File: src/rtl/sync_fifo_16x8.sv
// sync_fifo_16x8: single-clock 16x8 byte FIFO, registered read data, status flags and occupancy count
module sync_fifo_16x8 #(
    parameter int DATA_W = 8,
    parameter int DEPTH  = 16,
    parameter int ADDR_W = 4
) (
    input  logic              clk,
    input  logic              rst,
    input  logic              wr_en,
    input  logic [DATA_W-1:0] din,
    input  logic              rd_en,
    output logic [DATA_W-1:0] dout,
    output logic              valid,
    output logic              full,
    output logic              empty,
    output logic [ADDR_W:0]   data_count,
    output logic              overflow,
    output logic              underflow
);
    logic [DATA_W-1:0] mem [DEPTH];
    logic [ADDR_W:0]   wr_ptr, rd_ptr, wr_next, rd_next, count_next;
    logic              wr_ok, rd_ok;

    // acceptance is judged on the registered (pre-edge) flags
    assign wr_ok      = wr_en && !full;
    assign rd_ok      = rd_en && !empty;
    assign wr_next    = wr_ptr + (ADDR_W+1)'(wr_ok);
    assign rd_next    = rd_ptr + (ADDR_W+1)'(rd_ok);
    assign count_next = wr_next - rd_next;

    always_ff @(posedge clk) begin
        if (wr_ok) mem[wr_ptr[ADDR_W-1:0]] <= din;
    end

    always_ff @(posedge clk or posedge rst) begin
        if (rst) begin
            wr_ptr     <= '0;
            rd_ptr     <= '0;
            data_count <= '0;
            full       <= 1'b0;
            empty      <= 1'b1;
            dout       <= '0;
            valid      <= 1'b0;
            overflow   <= 1'b0;
            underflow  <= 1'b0;
        end else begin
            wr_ptr     <= wr_next;
            rd_ptr     <= rd_next;
            data_count <= count_next;
            full       <= count_next == (ADDR_W+1)'(DEPTH);
            empty      <= count_next == '0;
            valid      <= rd_ok;
            overflow   <= wr_en && full;
            underflow  <= rd_en && empty;
            if (rd_ok) dout <= mem[rd_ptr[ADDR_W-1:0]];
        end
    end
endmodule

File: config.mk
export PLATFORM = sky130hd
export DESIGN_NAME = sync_fifo_16x8
export DESIGN_NICKNAME = d
export VERILOG_FILES = /design/src/rtl/sync_fifo_16x8.sv
export SDC_FILE = /design/constraint.sdc
export NUM_CORES = 1
export LEC_CHECK = 0
export CAP_MARGIN = 15
export CELL_PAD_IN_SITES_DETAIL_PLACEMENT = 1
export CELL_PAD_IN_SITES_GLOBAL_PLACEMENT = 2
export CORE_ASPECT_RATIO = 0.6
export CORE_MARGIN = 1
export CORE_UTILIZATION = 40
export DETAILED_ROUTE_END_ITERATION = 7
export GPL_TIMING_DRIVEN = 0
export PLACE_DENSITY = 0.81
export SLEW_MARGIN = 30
export SYNTH_ARGS = -nofsm -noshare
export SYNTH_HDL_FRONTEND = slang
export SYNTH_SLANG_ARGS = --single-unit
File: constraint.sdc
create_clock -name clk -period 3.78 [get_ports clk]
set_clock_uncertainty 0.15 [all_clocks]
set_input_delay 0.756 -clock clk [delete_from_list [all_inputs] [get_ports clk]]
set_output_delay 0.756 -clock clk [all_outputs]
set_load 0.02 [all_outputs]
Word level (Yosys, flattened, before mapping)
Memory sizes are Yosys's and may differ from the RTL's. A register that Yosys moved wholly into a read port is not among the register bits.
Index checks and enable logic that the tools add are counted.
Storage, ports and cells
  register bits: 20
  latch bits: 0
  bits in writable memories: 128
  memory bits (read-only): 0
  input bits: 12
  output and inout bits: 18
  logic and storage cells: 22
  memories kept: 1
Memories
  mem: depth 16, bits a word 8, rd ports 1, clocked after Yosys merged registers in 1, write ports 1, line 20  | logic [DATA_W-1:0] mem [DEPTH];
Operators by class
  add/sub/neg operators: 3
  $mul: 0
  divide/modulo/power cells: 0
  $lt $le $gt $ge: 0
  equal/unequal tests: 1
  shift operators: 0
  muxes and demuxes: 2
  bitwise gates (word level): 0
  reduce and logical (&&, ||, !) cells: 7
Operators with widths (number)
  5-bit by 1-bit adder with 5-bit output: 2
  5-bit equality test (second input constant): 1
  5-bit zero test: 1
  5-bit subtractor: 1
  1-bit logical AND: 4
  1-bit zero test: 2
  1-bit 2-to-1 mux: 2

Longest topological paths before layout
Gate-level depths: netlist of run 1.
  depth in word-level cells: 5
  mapped depth: 11
  depth with buffers taken out: 10

Worst setup path before layout of run 1
Ideal clock, no wire load.
  kind: input to register
  start point: input rd_en
  end point: register empty
  library setup time: 0.097 ns
  arrival: 3.086 ns
  required time: 3.533 ns
  slack: 0.447 ns
  stages: 11
  buffers on the path: 2
  cell sequence: nor2b_1 -> clkbuf_1 -> clkbuf_1 -> ha_1 -> ha_1 -> inv_1 -> fa_1 -> a21o_1 -> a21oi_1 -> xor3_2 -> nor4_1
On the way
  word-level cells in the longest chain between the ends: 4
RTL lines
  start, declared: line 11  | input logic rd_en,
  1-bit logical AND: line 26  | assign rd_ok = rd_en && !empty;
  via rd_ok: line 22  | logic wr_ok, rd_ok;
  5-bit by 1-bit adder with 5-bit output: line 28  | assign rd_next = rd_ptr + (ADDR_W+1)'(rd_ok);
  via rd_next[1]: line 21  | logic [ADDR_W:0] wr_ptr, rd_ptr, wr_next, rd_next, count_next;
  5-bit subtractor: line 29  | assign count_next = wr_next - rd_next;
  via count_next[4]: line 21
  5-bit zero test: line 51  | empty <= count_next == '0;
  end signal, assigned: line 41  | empty <= 1'b1;
  end signal, assigned: line 51
  end, declared: line 15  | output logic empty,
The timed path passes the listed nets, and every way through them passes these cells.

Final worst setup path of run 1
  start point: input rd_en
  end point: register empty
On the way
  word-level cells in the longest chain between the ends: 4
RTL lines (line)
  1-bit logical AND: 26
  5-bit by 1-bit adder with 5-bit output: 28
  via rd_next[1]: 21
  5-bit subtractor: 29
  via count_next[4]: 21
  5-bit zero test: 51
The timed path passes the listed nets, and every way through them passes these cells.

==> results of run 1 <==
[worst paths after layout]
| path | slack, ns | endpoint | startpoint | depth (start not counted) |
|---|---|---|---|---|
| worst min register to register | 0.35 | rd_ptr[4] | rd_ptr[4] | 1 |
| min in group asynchronous | 0.57 | underflow | rst | 2 |
| max in group asynchronous | 2.50 | wr_ptr[2] | rst | 2 |
| worst max-delay path | 0.25 | empty | rd_en | 10 |
| worst min-delay path | 0.35 | rd_ptr[4] | rd_ptr[4] | 1 |
| worst max register to register | 0.69 | empty | empty | 9 |
[per-stage QoR]
stage / std cells / setup TNS [ns] / hold WS (ns) / setup WS (ns)
4_1_cts: 595 / 0 / 0.3489 / 0.07454
5_1_grt: 593 / 0 / 0.3728 / 0.02268
3_3_place_gp: 563 / -1.583 / 0.3366 / -0.7114
3_5_place_dp: 563 / -1.840 / 0.3340 / -0.8117
2_1_floorplan: 336 / 0 / 0.3190 / 0.4474
6_report: 593 / 0 / 0.3460 / 0.2479
[state kept, by name, summed over array words and instances (netlist names)]
name / count
data_count: 5
dout: 8
empty: 1
full: 1
mem: 128
overflow: 1
rd_ptr: 5
underflow: 1
valid: 1
wr_ptr: 5
[area by class of cell]
| type | instances | area (sq um) |
|---|---|---|
| flip-flops and latches | 156 | 4546 |
| plain buffers | 13 | 92.59 |
| clock inverters | 14 | 136.4 |
| well taps | 198 | 247.7 |
| inverters | 7 | 26.28 |
| fillers | 1403 | 7467 |
| multi-input cells | 158 | 1484 |
| clock buffers | 18 | 429.2 |
| repair buffers | 29 | 290.3 |
[timing repair]
item / CTS / global route
gates resized for setup: 3 / 2
pin swaps: 0 / 0
hold buffers: 0 / 0
setup endpoints to repair: 2 / 1
[metal layers]
| layer | GRT usage [%] | vias up | routed length, um |
|---|---|---|---|
| met5 | 0 | - | 0 |
| met4 | 6.821 | 0 | 163 |
| met3 | 5.480 | 17 | 719 |
| met2 | 28.38 | 76 | 6420 |
| met1 | 29.36 | 1685 | 6997 |
| li1 | - | 1410 | - |
[cells in the final DEF (no fill, tap or decap), drive strengths merged, types with 9 or more instances in the layout]
| master | Yosys | routed |
|---|---|---|
| mux2i | 32 | 32 |
| edfxtp | 128 | 128 |
| inv | 7 | 11 |
| dfrtp | 27 | 27 |
| buf | 11 | 11 |
| clkbuf | 4 | 20 |
| mux4 | 16 | 16 |
| nor2 | 20 | 20 |
| o21ai | 9 | 9 |
| a21oi | 10 | 10 |
| clkdlybuf4s50 | 0 | 29 |
[power breakdown]
group | switching (mW) | total, mW | internal [mW]
combinational | 1.26 | 2.13 | 0.869
clock | 0.735 | 1.65 | 0.918
sequential | 0.147 | 2.31 | 2.16
total | 2.14 | 6.08 | 3.95
[logic make-up after synthesis]
group | after synthesis
xor+xnor | 9
mux | 48
compound gates | 44
simple gates | 48
flops | 156
fa+ha+maj | 9
buf+inv | 22
[worst register-to-register path: cells and delay by family, from the launching register on]
family / cells / cell delay [ns]
AO/OA/AOI/OAI: 2 / 0.36
XOR/XNOR: 1 / 0.32
adder cells (fa/ha/maj): 3 / 1.02
buffers and inverters: 1 / 0.09
flip-flops: 1 / 0.57
AND/OR/NAND/NOR: 2 / 0.47
==> impl_metrics.json, run 1 <==
{
  "status": "completed",
  "p_per_area_nw_per_um2": 838.8,
  "endpoint_kind": "flop",
  "via_per_inst": 5.376,
  "synth_commonest_cells": "128 x edfxtp_1, 32 x mux2i_1, 27 x dfrtp_1",
  "htree_levels": 4,
  "async_flop_share_pct": 17.95,
  "critPathArrivalTime_ns": 3.70,
  "post-dp-hpwl_um": 9501,
  "gp_congestion": 0.7881,
  "hold_viol_final": 0,
  "tritoncts": "yes",
  "clk_pin_slew_ns": 0.06,
  "place.port_buffers": 29,
  "die_area_sq_um": 15820,
  "grt_start_max_net_pins": 29,
  "core_sq_um": 14720,
  "critPathMostFrequentCell": "ha_1",
  "synthTopCellsByArea": "edfxtp_1 63%, dfrtp_1 11%, mux4_2 5.5%",
  "globalRouteOverflowTotal": 0,
  "crit_family": "adder cells",
  "cts_buffer_depth": 2,
  "syn-num-nets": 357,
  "ios": 30,
  "slew_headroom_pct": 41.22,
  "synth_top_area_share_pct": 62.78,
  "slowest_delay_ns": 0.48,
  "synth_top_area_cell": "edfxtp_1",
  "synth_mux_area_share_pct": 11.18,
  "antenna_cells": 0,
  "placed_area_sq_um": 6680,
  "synthSimpleGateAreaFrac_pct": 4.190,
  "cts-root-buf": "clkbuf_16",
  "die_h_um": 97.83,
  "drive_above_1_share_pct": 17.72,
  "post-route-min-period_ns": 3.532,
  "power_leakage_nw": 2.533,
  "avgRoutedWirePerCell_um": 24.11,
  "antenna_found_initial": 0,
  "nNetsFinal": 403,
  "fin_util_pct": 49.27,
  "numCtsBuffers": 17,
  "setup_viol": 0,
  "critPathBufInv": 2,
  "cp.required_ns": 3.95,
  "synth_top_family_by_area": "multiplexers",
  "drc": 0,
  "syn_area_sq_um": 6122,
  "synth_compound_area_share_pct": 4.558,
  "cpMaxStageDelayCell": "clkdlybuf4s50_1",
  "grt_pass1_wl_um": 21580,
  "drtPass1Iterations": 4,
  "first_iter_violations": 232,
  "path_cells": "clkdlybuf4s50_1 > nor2b_4 > ha_1 > ha_1 > inv_1 > fa_1 > a21o_1 > a21oi_1 > xor3_2 > nor4_2",
  "drv_cap": 0,
  "die_x_um": 161.7,
  "hold_class": "flop to flop",
  "clock-sinks": 156,
  "final_area_sq_um": 7252,
  "synth_seq_cells": 156,
  "floorplan.initialDensity_pct": 41.59,
  "worst_pin_slew_ns": 0.8785,
  "grt_pass1_vias": 3371,
  "cp_max_fo": 18,
  "synth_xor_area_share_pct": 1.798,
  "ys_warn_count": 0,
  "min_period_over_period_pct": 93.44,
  "synth_fa_ha_area_share_pct": 1.962,
  "maxSlewViolCount": 0,
  "synth_cells": 336,
  "vias": 3188,
  "ys_seq_area_share_pct": 74.25,
  "grt_usage_pct": 19.92,
  "synth_edf_count": 128,
  "grt_setup_unrepaired": "no",
  "synth_ff_type": "edfxtp_1",
  "ir_worst_vdd_uv": 374.9,
  "power_mw": 6.083,
  "rows": 34,
  "syn_avg_cell_area_sq_um": 18.22,
  "ant_nets": 0,
  "postCtsSetupRepairBufs": 0,
  "crit_type": "input port to flop",
  "yosysMostFrequentCell": "edfxtp_1",
  "synth_cell_type_count": 39,
  "start_kind": "input port",
  "area_delta_synth_final_pct": 18.46,
  "clk_latency_ns": 0.43,
  "drt_wl_total_um": 14300,
  "fmax_ghz": 0.2831
}
No activity file was read; power rests on OpenSTA's default activity.
==> inputs of run 2 (changes only) <==
Clock period 3.78 ns to 3.7 ns, I/O delays scaled along.
==> impl_metrics.json, run 2 (synthesis results as in run 1) <==
{
  "endpoint_kind": "flop",
  "avgRoutedWirePerCell_um": 24.00,
  "die_area_sq_um": 15820,
  "post-route-min-period_ns": 3.470,
  "cp.required_ns": 3.86,
  "pwr-share-comb_pct": 35.0,
  "hold_depth": 1,
  "cts-root-buf": "clkbuf_16",
  "final_cells": 597,
  "min_period_over_period_pct": 93.79,
  "power_leakage_nw": 2.552,
  "drt_wl_total_um": 14330,
  "htree_levels": 4,
  "power_frac_clock_pct": 27.1,
  "grt_usage_pct": 19.92,
  "slowest_delay_ns": 0.47,
  "antenna_found_initial": 0,
  "p_per_area_nw_per_um2": 854.2,
  "clock-sinks": 156,
  "globalRouteOverflowTotal": 0,
  "crit_type": "input port to flop",
  "layout.cells.most_common": "edfxtp_1",
  "drive_above_1_share_pct": 18.55,
  "clk_pin_slew_ns": 0.06,
  "drtPass1Iterations": 4,
  "p_int_mw": 4.035,
  "cp_max_fo": 5,
  "critPathArrivalTime_ns": 3.64,
  "min_to": "rd_ptr[4]",
  "tritoncts": "yes",
  "critPathBufInv": 3,
  "hold_class": "flop to flop",
  "area_delta_synth_final_pct": 18.95,
  "die_h_um": 97.83,
  "cpMaxStageDelayCell": "clkdlybuf4s50_1",
  "crit_family": "adder cells",
  "rrSetupSlack_ns": 0.63,
  "slew_headroom_pct": 41.78,
  "die_x_um": 161.7,
  "gp_congestion": 0.7881,
  "vias": 3226,
  "path_cells": "clkdlybuf4s50_1 > nor2b_1 > ha_1 > inv_1 > ha_1 > inv_1 > fa_1 > a21o_1 > a21oi_1 > xor3_2 > nor4_2",
  "grt_start_max_net_pins": 29,
  "setup_viol": 0,
  "layout_common_cells": "128 x edfxtp_1, 32 x mux2i_1, 29 x clkdlybuf4s50_1",
  "largest_register_ffs": 128,
  "worstReg2RegEnd": "empty",
  "ant_nets": 0,
  "status": "completed",
  "r2r_cells": 9,
  "antenna_cells": 0,
  "grt_setup_unrepaired": "no",
  "ir_worst_vdd_uv": 384.6,
  "cts_buffer_depth": 2,
  "worst_pin_slew_ns": 0.8701,
  "drv_cap": 0,
  "drc": 0,
  "hp-start": "rd_ptr[4]",
  "start_kind": "input port",
  "hold_viol_final": 0,
  "fin_util_pct": 49.47,
  "nNetsFinal": 407,
  "post-dp-hpwl_um": 9501,
  "p_sw_mw": 2.186,
  "clk_latency_ns": 0.43,
  "worstSetupStartpoint": "wr_en",
  "pwr-share-seq_pct": 37.8,
  "rr_startpoint": "empty",
  "grt_pass1_vias": 3371,
  "fmax_ghz": 0.2882,
  "via_per_inst": 5.404,
  "floorplan.initialDensity_pct": 41.59,
  "swShare_pct": 35.14,
  "grt_pass1_wl_um": 21580,
  "maxSlewViolCount": 0,
  "ios": 30,
  "dp_cells": 563,
  "first_iter_violations": 270,
  "core_sq_um": 14720,
  "fillers": 1403,
  "rows": 34,
  "place.port_buffers": 29,
  "numCtsBuffers": 17
}
==> run 2: worst max path at each step <==
| stage | to | slack [ns] | cells after the start |
|---|---|---|---|
| 2_1_floorplan | empty | 0.38 | 11 |
| 3_3_place_gp | empty | -0.78 | 12 |
| 3_5_place_dp | empty | -0.88 | 12 |
| 4_1_cts | empty | 0.01 | 12 |
| 5_1_grt | empty | 0.02 | 11 |
| 6_report | empty | 0.23 | 11 |
==> run 2: through the flow <==
| step | setup TNS, ns | cell area, sq um | hold slack [ns] | power (mW) | worst slack (ns) |
|---|---|---|---|---|---|
| after floorplan | 0 | 6122 | 0.3190 | 3.764 | 0.3834 |
| after global placement | -1.839 | 6660 | 0.3366 | 4.430 | -0.7754 |
| after detailed placement | -2.143 | 6680 | 0.3340 | 4.526 | -0.8757 |
| after CTS | 0 | 7254 | 0.3489 | 6.244 | 0.01054 |
| after global routing | 0 | 7282 | 0.3728 | 6.501 | 0.02074 |
| final | 0 | 7282 | 0.3480 | 6.220 | 0.2297 |
==> run 2: cell type report <==
cell class,count,area [sq um],share of cell area (%)
timing repair buffer,33,320.3,4.399
clock buffer,18,429.2,5.893
inverter,7,26.28,0.3608
multi-input combinational,158,1484,20.38
sequential,156,4546,62.42
tap,198,247.7,3.402
clock inverter,14,136.4,1.873
buffer,13,92.59,1.271
==> run 2: power groups by stage <==
stage	logic, mW	registers [mW]	clock network [mW]
finish	2.18	2.35	1.69
global route	2.35	2.38	1.77
CTS	2.18	2.36	1.71
detailed placement	2.14	2.39	0
global placement	2.06	2.37	0
floorplan	1.33	2.43	0
==> run 2: what timing repair did <==
item                       4_1_cts  5_1_grt
buffers inserted                 0        4
gates resized for setup          3        2
setup endpoints to repair        2        1
hold buffers                     0        0
==> run 2: per-layer routing <==
| layer | part of all wire [%] | routed length, um | vias up | track usage, % |
|---|---|---|---|---|
| li1 | - | - | 1418 | - |
| met1 | 50 | 7168 | 1717 | 29.36 |
| met2 | 45 | 6390 | 76 | 28.38 |
| met3 | 4.3 | 617 | 15 | 5.480 |
| met4 | 1.0 | 150 | 0 | 6.821 |
| met5 | 0 | 0 | - | 0 |
==> inputs of run 3 (changes only) <==
Settings changed: GPL_ROUTABILITY_DRIVEN set to 0.
==> results of run 3 <==
The final DEF is identical to that of run 2; final timing and power are the same.
